### src/rtl/toothless_lsu_ctrl.sv
// Load/store sequencer: takes one access from execute, runs it over a
// req/gnt/rvalid data bus (split into two word transactions when it crosses a
// word boundary), stalls the core meanwhile and returns extended load data.
module toothless_lsu_ctrl #(
  parameter bit SPLIT_MISALIGNED = 1'b1
) (
  input  logic        clk_i,
  input  logic        rst_i,
  input  logic        lsu_req_i,
  input  logic        lsu_we_i,
  input  logic [1:0]  lsu_size_i,
  input  logic        lsu_sign_ext_i,
  input  logic [31:0] lsu_addr_i,
  input  logic [31:0] lsu_wdata_i,
  output logic        lsu_busy_o,
  output logic        lsu_rvalid_o,
  output logic [31:0] lsu_rdata_o,
  output logic        lsu_err_o,
  output logic        data_req_o,
  input  logic        data_gnt_i,
  output logic [31:0] data_addr_o,
  output logic        data_we_o,
  output logic [3:0]  data_be_o,
  output logic [31:0] data_wdata_o,
  input  logic        data_rvalid_i,
  input  logic [31:0] data_rdata_i,
  input  logic        data_err_i
);

  typedef enum logic [2:0] {IDLE, REQ_LO, WAIT_LO, REQ_HI, WAIT_HI} state_e;

  state_e      state_q, state_d;
  logic        we_q, we_d;
  logic [1:0]  size_q, size_d;
  logic        sext_q, sext_d;
  logic [1:0]  off_q, off_d;
  logic [29:0] waddr_q, waddr_d;
  logic [31:0] wdata_q, wdata_d;
  logic [7:0]  m8_q, m8_d;
  logic [31:0] lo_rdata_q, lo_rdata_d;
  logic        rvalid_q, rvalid_d;
  logic        err_q, err_d;
  logic [31:0] rdata_q, rdata_d;

  logic [3:0]  in_mask;
  logic [7:0]  in_m8;
  logic        in_misal;
  logic        in_bad;
  logic [5:0]  rot_sh;
  logic [31:0] in_rot;
  logic [31:0] asm_lo, asm_hi, asm_win, ld_data;

  // Decode the incoming request: byte mask, lane shift, legality, lane-rotated store data
  always_comb begin
    case (lsu_size_i)
      2'b00:   in_mask = 4'b0001;
      2'b01:   in_mask = 4'b0011;
      default: in_mask = 4'b1111;
    endcase
    in_m8    = {4'b0000, in_mask} << lsu_addr_i[1:0];
    in_misal = ((lsu_size_i == 2'b01) && (lsu_addr_i[1:0] == 2'b11)) ||
               ((lsu_size_i == 2'b10) && (lsu_addr_i[1:0] != 2'b00));
    in_bad   = (lsu_size_i == 2'b11) || (in_misal && !SPLIT_MISALIGNED);
    // Rotate left by 8*off, expressed as a right shift of the doubled word
    rot_sh   = 6'd32 - {1'b0, lsu_addr_i[1:0], 3'b000};
    in_rot   = 32'({lsu_wdata_i, lsu_wdata_i} >> rot_sh);
  end

  // Assemble load data from the low word (live or captured) and the high word
  always_comb begin
    asm_lo  = (state_q == WAIT_LO) ? data_rdata_i : lo_rdata_q;
    asm_hi  = (state_q == WAIT_HI) ? data_rdata_i : 32'd0;
    asm_win = 32'({asm_hi, asm_lo} >> {off_q, 3'b000});
    case (size_q)
      2'b00:   ld_data = {{24{sext_q & asm_win[7]}}, asm_win[7:0]};
      2'b01:   ld_data = {{16{sext_q & asm_win[15]}}, asm_win[15:0]};
      default: ld_data = asm_win;
    endcase
  end

  // Next-state logic: accept, request/wait handshakes, completion pulse
  always_comb begin
    state_d    = state_q;
    we_d       = we_q;
    size_d     = size_q;
    sext_d     = sext_q;
    off_d      = off_q;
    waddr_d    = waddr_q;
    wdata_d    = wdata_q;
    m8_d       = m8_q;
    lo_rdata_d = lo_rdata_q;
    rvalid_d   = 1'b0;
    err_d      = 1'b0;
    rdata_d    = 32'd0;
    case (state_q)
      IDLE: begin
        if (lsu_req_i) begin
          we_d    = lsu_we_i;
          size_d  = lsu_size_i;
          sext_d  = lsu_sign_ext_i;
          off_d   = lsu_addr_i[1:0];
          waddr_d = lsu_addr_i[31:2];
          wdata_d = in_rot;
          m8_d    = in_m8;
          if (in_bad) begin
            rvalid_d = 1'b1;
            err_d    = 1'b1;
          end else begin
            state_d = REQ_LO;
          end
        end
      end
      REQ_LO: begin
        if (data_gnt_i) state_d = WAIT_LO;
      end
      WAIT_LO: begin
        if (data_rvalid_i) begin
          lo_rdata_d = data_rdata_i;
          if (!data_err_i && (m8_q[7:4] != 4'b0000)) begin
            state_d = REQ_HI;
          end else begin
            state_d  = IDLE;
            rvalid_d = 1'b1;
            err_d    = data_err_i;
            rdata_d  = (we_q || data_err_i) ? 32'd0 : ld_data;
          end
        end
      end
      REQ_HI: begin
        if (data_gnt_i) state_d = WAIT_HI;
      end
      WAIT_HI: begin
        if (data_rvalid_i) begin
          state_d  = IDLE;
          rvalid_d = 1'b1;
          err_d    = data_err_i;
          rdata_d  = (we_q || data_err_i) ? 32'd0 : ld_data;
        end
      end
      default: state_d = IDLE;
    endcase
  end

  // State and datapath registers
  always_ff @(posedge clk_i) begin
    if (rst_i) begin
      state_q    <= IDLE;
      we_q       <= 1'b0;
      size_q     <= 2'b00;
      sext_q     <= 1'b0;
      off_q      <= 2'b00;
      waddr_q    <= 30'd0;
      wdata_q    <= 32'd0;
      m8_q       <= 8'd0;
      lo_rdata_q <= 32'd0;
      rvalid_q   <= 1'b0;
      err_q      <= 1'b0;
      rdata_q    <= 32'd0;
    end else begin
      state_q    <= state_d;
      we_q       <= we_d;
      size_q     <= size_d;
      sext_q     <= sext_d;
      off_q      <= off_d;
      waddr_q    <= waddr_d;
      wdata_q    <= wdata_d;
      m8_q       <= m8_d;
      lo_rdata_q <= lo_rdata_d;
      rvalid_q   <= rvalid_d;
      err_q      <= err_d;
      rdata_q    <= rdata_d;
    end
  end

  // Bus outputs are driven only while a request is pending, zero otherwise
  always_comb begin
    data_req_o   = (state_q == REQ_LO) || (state_q == REQ_HI);
    data_addr_o  = 32'd0;
    data_be_o    = 4'b0000;
    data_we_o    = data_req_o & we_q;
    data_wdata_o = data_req_o ? wdata_q : 32'd0;
    if (state_q == REQ_LO) begin
      data_addr_o = {waddr_q, 2'b00};
      data_be_o   = m8_q[3:0];
    end else if (state_q == REQ_HI) begin
      data_addr_o = {waddr_q + 30'd1, 2'b00};
      data_be_o   = m8_q[7:4];
    end
  end

  assign lsu_busy_o   = (state_q != IDLE) | lsu_req_i;
  assign lsu_rvalid_o = rvalid_q;
  assign lsu_err_o    = err_q;
  assign lsu_rdata_o  = rdata_q;

endmodule

### config.mk
export PLATFORM = sky130hd
export DESIGN_NAME = toothless_lsu_ctrl
export DESIGN_NICKNAME = d
export VERILOG_FILES = /design/src/rtl/toothless_lsu_ctrl.sv
export SDC_FILE = /design/constraint.sdc
export NUM_CORES = 1
export LEC_CHECK = 0
export ABC_AREA = 1
export BUFFER_PORTS_ARGS = -buffer_cell sky130_fd_sc_hd__buf_2
export CORE_MARGIN = 1.5
export CORE_UTILIZATION = 30
export DETAILED_ROUTE_END_ITERATION = 8
export GPL_TIMING_DRIVEN = 0
export SETUP_SLACK_MARGIN = 0.2
export SLEW_MARGIN = 20
export SYNTH_ARGS = -nofsm -noshare
export SYNTH_HDL_FRONTEND = slang
export SYNTH_SLANG_ARGS = --single-unit
### constraint.sdc
create_clock -name clk_i -period 2.7 [get_ports clk_i]
set_input_delay 0.27 -clock clk_i [delete_from_list [all_inputs] [get_ports clk_i]]
set_output_delay 0.27 -clock clk_i [all_outputs]
set_load 0.02 [all_outputs]
==> Word-level counts from Yosys, hierarchy flattened <==
Index checks and enable logic that the tools add are counted.
{ "word_totals": {"output_inout_bits": 105, "ramBits": 0, "word_cells": 78, "in_bits": 106, "memories": 0, "latchBits": 0, "ff_bits": 145, "rom_bits": 0} }
{ "classes": {"multipliers": 0, "n_addsub": 2, "n_bitwise": 4, "n_reduce_logical": 12, "n_mux": 32, "eq_ne": 13, "n_div": 0, "shift": 3, "order_cmp": 0} }
{ "op_table": {"columns": ["cell", "count"], "rows": [
  ["$mux 32", 9],
  ["$pmux 32 s2", 2],
  ["$shr 64x5->32", 1],
  ["$shr 64x6->32", 1],
  ["$add 30x1->30 const B", 1],
  ["$mux 3", 6],
  ["$pmux 3 s5", 1],
  ["$ne 2x2->1 const B", 6],
  ["$mux 1", 8],
  ["$mux 4", 2],
  ["$pmux 4 s2", 1],
  ["$shl 4x2->8", 1],
  ["$eq 3x2->1 const B", 2],
  ["$pmux 1 s3", 2],
  ["$reduce_and 6->1", 1],
  ["$sub 6x5->6 const A", 1],
  ["$eq 2x1->1 const B", 2],
  ["$logic_not 2->1", 2],
  ["$reduce_and 2->1", 2],
  ["$reduce_bool 4->1", 1],
  ["$and 1x1->1", 3],
  ["$eq 3x1->1 const B", 1],
  ["$eq 3x3->1 const B", 1],
  ["$logic_not 3->1", 1],
  ["other kinds (7)", 8]
]} }

==> Depth between registers and ports, before layout <==
{ "depth": {"depth_word": 9, "mapped_depth": 12, "depth_no_buf": 11} }

==> Worst setup path before layout <==
OpenSTA, ideal clock, no wires.
{ "synth_path": {"path_type": "register -> output", "start": "register waddr_q[0]", "end": "output data_addr_o[18]", "required_ns": 2.430, "path_slack_ns": 0.681, "t_arrival_ns": 1.749, "path_buffers": 0, "path_stages_with_launch": 10, "path_cell_list": "dfxtp_1 ha_1 nand3_1 nor2_1 nand2_1 nor2_1 nand2_1 nor2_1 a21oi_1 nor3_1"} }
{ "synth_via": {"elab_chain_cells": 3} }
{ "synth_lines": {"columns": ["item", "line_no", "text"], "rows": [
  ["start, declared", "37", "logic [29:0] waddr_q, waddr_d;"],
  ["start signal, assigned", "165", "waddr_q <= waddr_d;"],
  ["$add 30x1->30", "186", "data_addr_o = {waddr_q + 30'd1, 2'b00};"],
  ["$mux 32", "185", "end else if (state_q == REQ_HI) begin"],
  ["$mux 32", "182", "if (state_q == REQ_LO) begin"],
  ["end, declared", "21", "output logic [31:0] data_addr_o,"]
]} }
Every way passes these cells.

==> Worst setup path after layout <==
{ "layout_path": {"start": "register waddr_q[3]", "end": "output data_addr_o[21]"} }
Same word-level chain as after synthesis.

==> results.toml <==
[drt]
post-route-drc-count = 0
drt_iter0_drc = 687
vias_per_cell = 4.97
vias = 9794
ant_nets = 0
wl_per_cell_um = 16.9
totalWireLength_mm = 33.3
dr.pass1.iters = 5

[timing]
period_minus_slack_ns = 2.45
finalSetupViolations = 0
min_period_over_period_pct = 90.8
clock.fmax_mhz = 408
relSlewSlack_pct = 53.9
drv_slew = 0
tightest_slew_ns = 0.692
timing.setup.tns_ns = 0
rsz0062_at_grt = "true"
fin_skew_ns = 0.0118
fin_hold_ws_ns = 0.0649
hold_viol = 0
worst_slack_ns = 0.249

[status]
status = "finished, final reports clean"

[worst_setup_path]
cp-end-kind = "output port"
crit_required_ns = 2.43
rr_startpoint = "state_q[2]"
worstSetupPathType = "reg2out"
r2r_cells = 7
r2r-end = "we_q"
worstPathArrival_ns = 2.18
crit_path_start_kind = "flip-flop"
ff2ff_setup_slack_ns = 0.54
crit_fanout = 7

[synthesis]
netlist_top_cells_area = "dfxtp_1 (34%), nand2_1 (13%), o21ai_0 (8.6%)"
syn_inst = 1345
ys_warn_count = 0
yosysMostFrequentCell = "nand2_1"
syn-cell-area_sq_um = 8420
synth_cell_types = 42
synth_area_leader_cell = "dfxtp_1"
synth-main-ff-cell = "dfxtp_1"
synth.avg_cell_area_sq_um = 6.26
synth_common_cells = "nand2_1 (288), inv_1 (174), dfxtp_1 (144), o21ai_0 (144), nor2_1 (132)"
ys_async_sr_fraction_pct = 0
synth_top_area_share_pct = 34.3
synth_seq_cells = 144
ys_seq_area_share_pct = 34.3
synth-edff-count = 0

[floorplan]
die_x_um = 171
rows = 61
dieArea_sq_um = 29100
core_area_sq_um = 27700
pin_count = 211
start_util_pct = 30.4
fp.dieH_um = 171

[cts]
cts_root_buf = "clkbuf_16"
cts.sink_count = 144
cts_buffer_depth = 2
worstSkewPairLatency_ns = 0.43
cts_tree = "built"
cts.htree.levels = 4
clk_pin_slew_ns = 0.06
cts-buffers-inserted = 17
postCtsHoldBufs = 0

[place]
dp_slack_ns = -0.351
port_buffers = 207
place.gp.congestion = 0.946
dp_hpwl_mm = 26.1

[worst_hold_path]
min_to = "waddr_q[20]"
hold_depth = 3
hold_path_startpoint = "lsu_addr_i[22]"
hp-class = "in2reg"

[global_route]
track_usage_pct = 22.8
antenna_found_initial = 5
grt_pass1_vias = 8957
grt_overflow = 0
grt_max_degree = 17
grt_pass1_wl_mm = 50.1

[final_layout]
multi_input_comb_area_sq_um = 4550
drive_gt1_share_pct = 20.6
register_area_sq_um = 2890
fin_util_pct = 38.6
fill_cells = 3070
syn_to_final_growth_pct = 27.0
nets = 1683

[job]
cap_violations = 0

[power_and_ir_drop]
leakagePower_nw = 4.96
p_per_area_nw_per_um2 = 889
vdd_ir_drop_max_uv = 384
-- routing by layer --
metal / share of wire (%) / GRT usage (%) / vias to the layer above
met5: 0 / 0 / -
met4: 2.6 / 8.35 / 0
met3: 7.6 / 4.46 / 56
met2: 45 / 35.6 / 427
met1: 45 / 31.0 / 4444
li1: - / - / 4867
-- worst max-delay path, stage by stage (launching register included) --
cell	delay [ns]
dfxtp_1	0.44
nand2_1	0.15
nor2_1	0.20
nand2_1	0.11
nor3_1	0.22
xor2_1	0.09
o21ai_0	0.31
buf_2	0.24
-- cells in the final DEF, fill, tap and decap left out, drive strengths merged --
| master | n |
|---|---|
| clkbuf | 72 |
| o211ai | 28 |
| bufinv | 5 |
| inv | 179 |
| o21bai | 2 |
| and2 | 1 |
| nor3b | 1 |
| nand4 | 6 |
| clkinv | 5 |
| o2111ai | 6 |
| nor3 | 35 |
| ha | 2 |
| buf | 243 |
| o21ai | 146 |
| clkinvlp | 3 |
| nor2 | 146 |
| conb | 2 |
| a211oi | 11 |
| o21a | 1 |
| diode | 5 |
| xor2 | 2 |
| o22ai | 3 |
| a2111oi | 8 |
| a21oi | 114 |
| a31oi | 2 |
| mux2i | 3 |
| dfxtp | 144 |
| nand3 | 115 |
| nand2 | 292 |
| a221oi | 9 |
-- registers in the layout, indices dropped and copies added (netlist names) --
register	cells
sext_q	1
size_q	2
lsu_rdata_o	32
state_q	3
off_q	2
lsu_rvalid_o	1
we_q	1
m8_q	7
lo_rdata_q	32
wdata_q	32
lsu_err_o	1
waddr_q	30
-- where the power goes --
part	internal, mW	total [mW]	switching, mW
clock	1.64	2.65	1.01
combinational	1.13	3.92	2.79
sequential	2.61	2.94	0.328
total	5.38	9.51	4.13
-- area by class of cell --
| type | instances | area share (%) |
|---|---|---|
| multi-input cells | 935 | 42.6 |
| inverters | 179 | 6.30 |
| plain buffers | 88 | 3.71 |
| repair buffers | 210 | 9.90 |
| clock buffers | 17 | 3.98 |
| well taps | 378 | 4.42 |
| diodes | 5 | 0.117 |
| clock inverters | 13 | 1.99 |
| flip-flops and latches | 144 | 27.0 |
-- how the worst max path moves through the flow --
stage	from	end	slack (ns)	cells after the start
3_5_place_dp	lsu_addr_i[0]	wdata_q[14]	-0.35	10
6_report	waddr_q[3]	data_addr_o[21]	0.25	7
2_1_floorplan	waddr_q[0]	data_addr_o[18]	0.68	9
3_3_place_gp	lsu_addr_i[0]	wdata_q[14]	-0.28	10
4_1_cts	waddr_q[1]	data_addr_o[22]	0.21	10
5_1_grt	waddr_q[0]	data_addr_o[22]	0.18	10
-- cells by family after synthesis --
logic type | count (synthesis) | share of synthesized area, %
AOI/OAI and AO/OA | 330 | 22.0
xor gates and xnor gates | 2 | 0.208
adders and majority gates | 2 | 0.297
buffers and inverters | 267 | 12.6
DFF | 144 | 34.2
muxes | 3 | 0.357
other | 1 | 0.0446
and+or+nand+nor | 596 | 30.2
-- repair_timing --
action | CTS | global route
pin swaps | 0 | 1
buffers inserted | 0 | 3
endpoints found under the setup margin | 32 | 40
resized for setup | 11 | 28
cloned | 0 | 0
-- per-stage QoR --
step | std cells | power (mW) | cell area [sq um]
3_5_place_dp | 1931 | 6.78 | 9930
2_1_floorplan | 1346 | 5.46 | 8420
4_1_cts | 1961 | 9.46 | 10600
6_report | 1969 | 9.51 | 10700
5_1_grt | 1968 | 10.1 | 10700
3_3_place_gp | 1931 | 6.77 | 9930
Power figures use the tool's default switching activity.
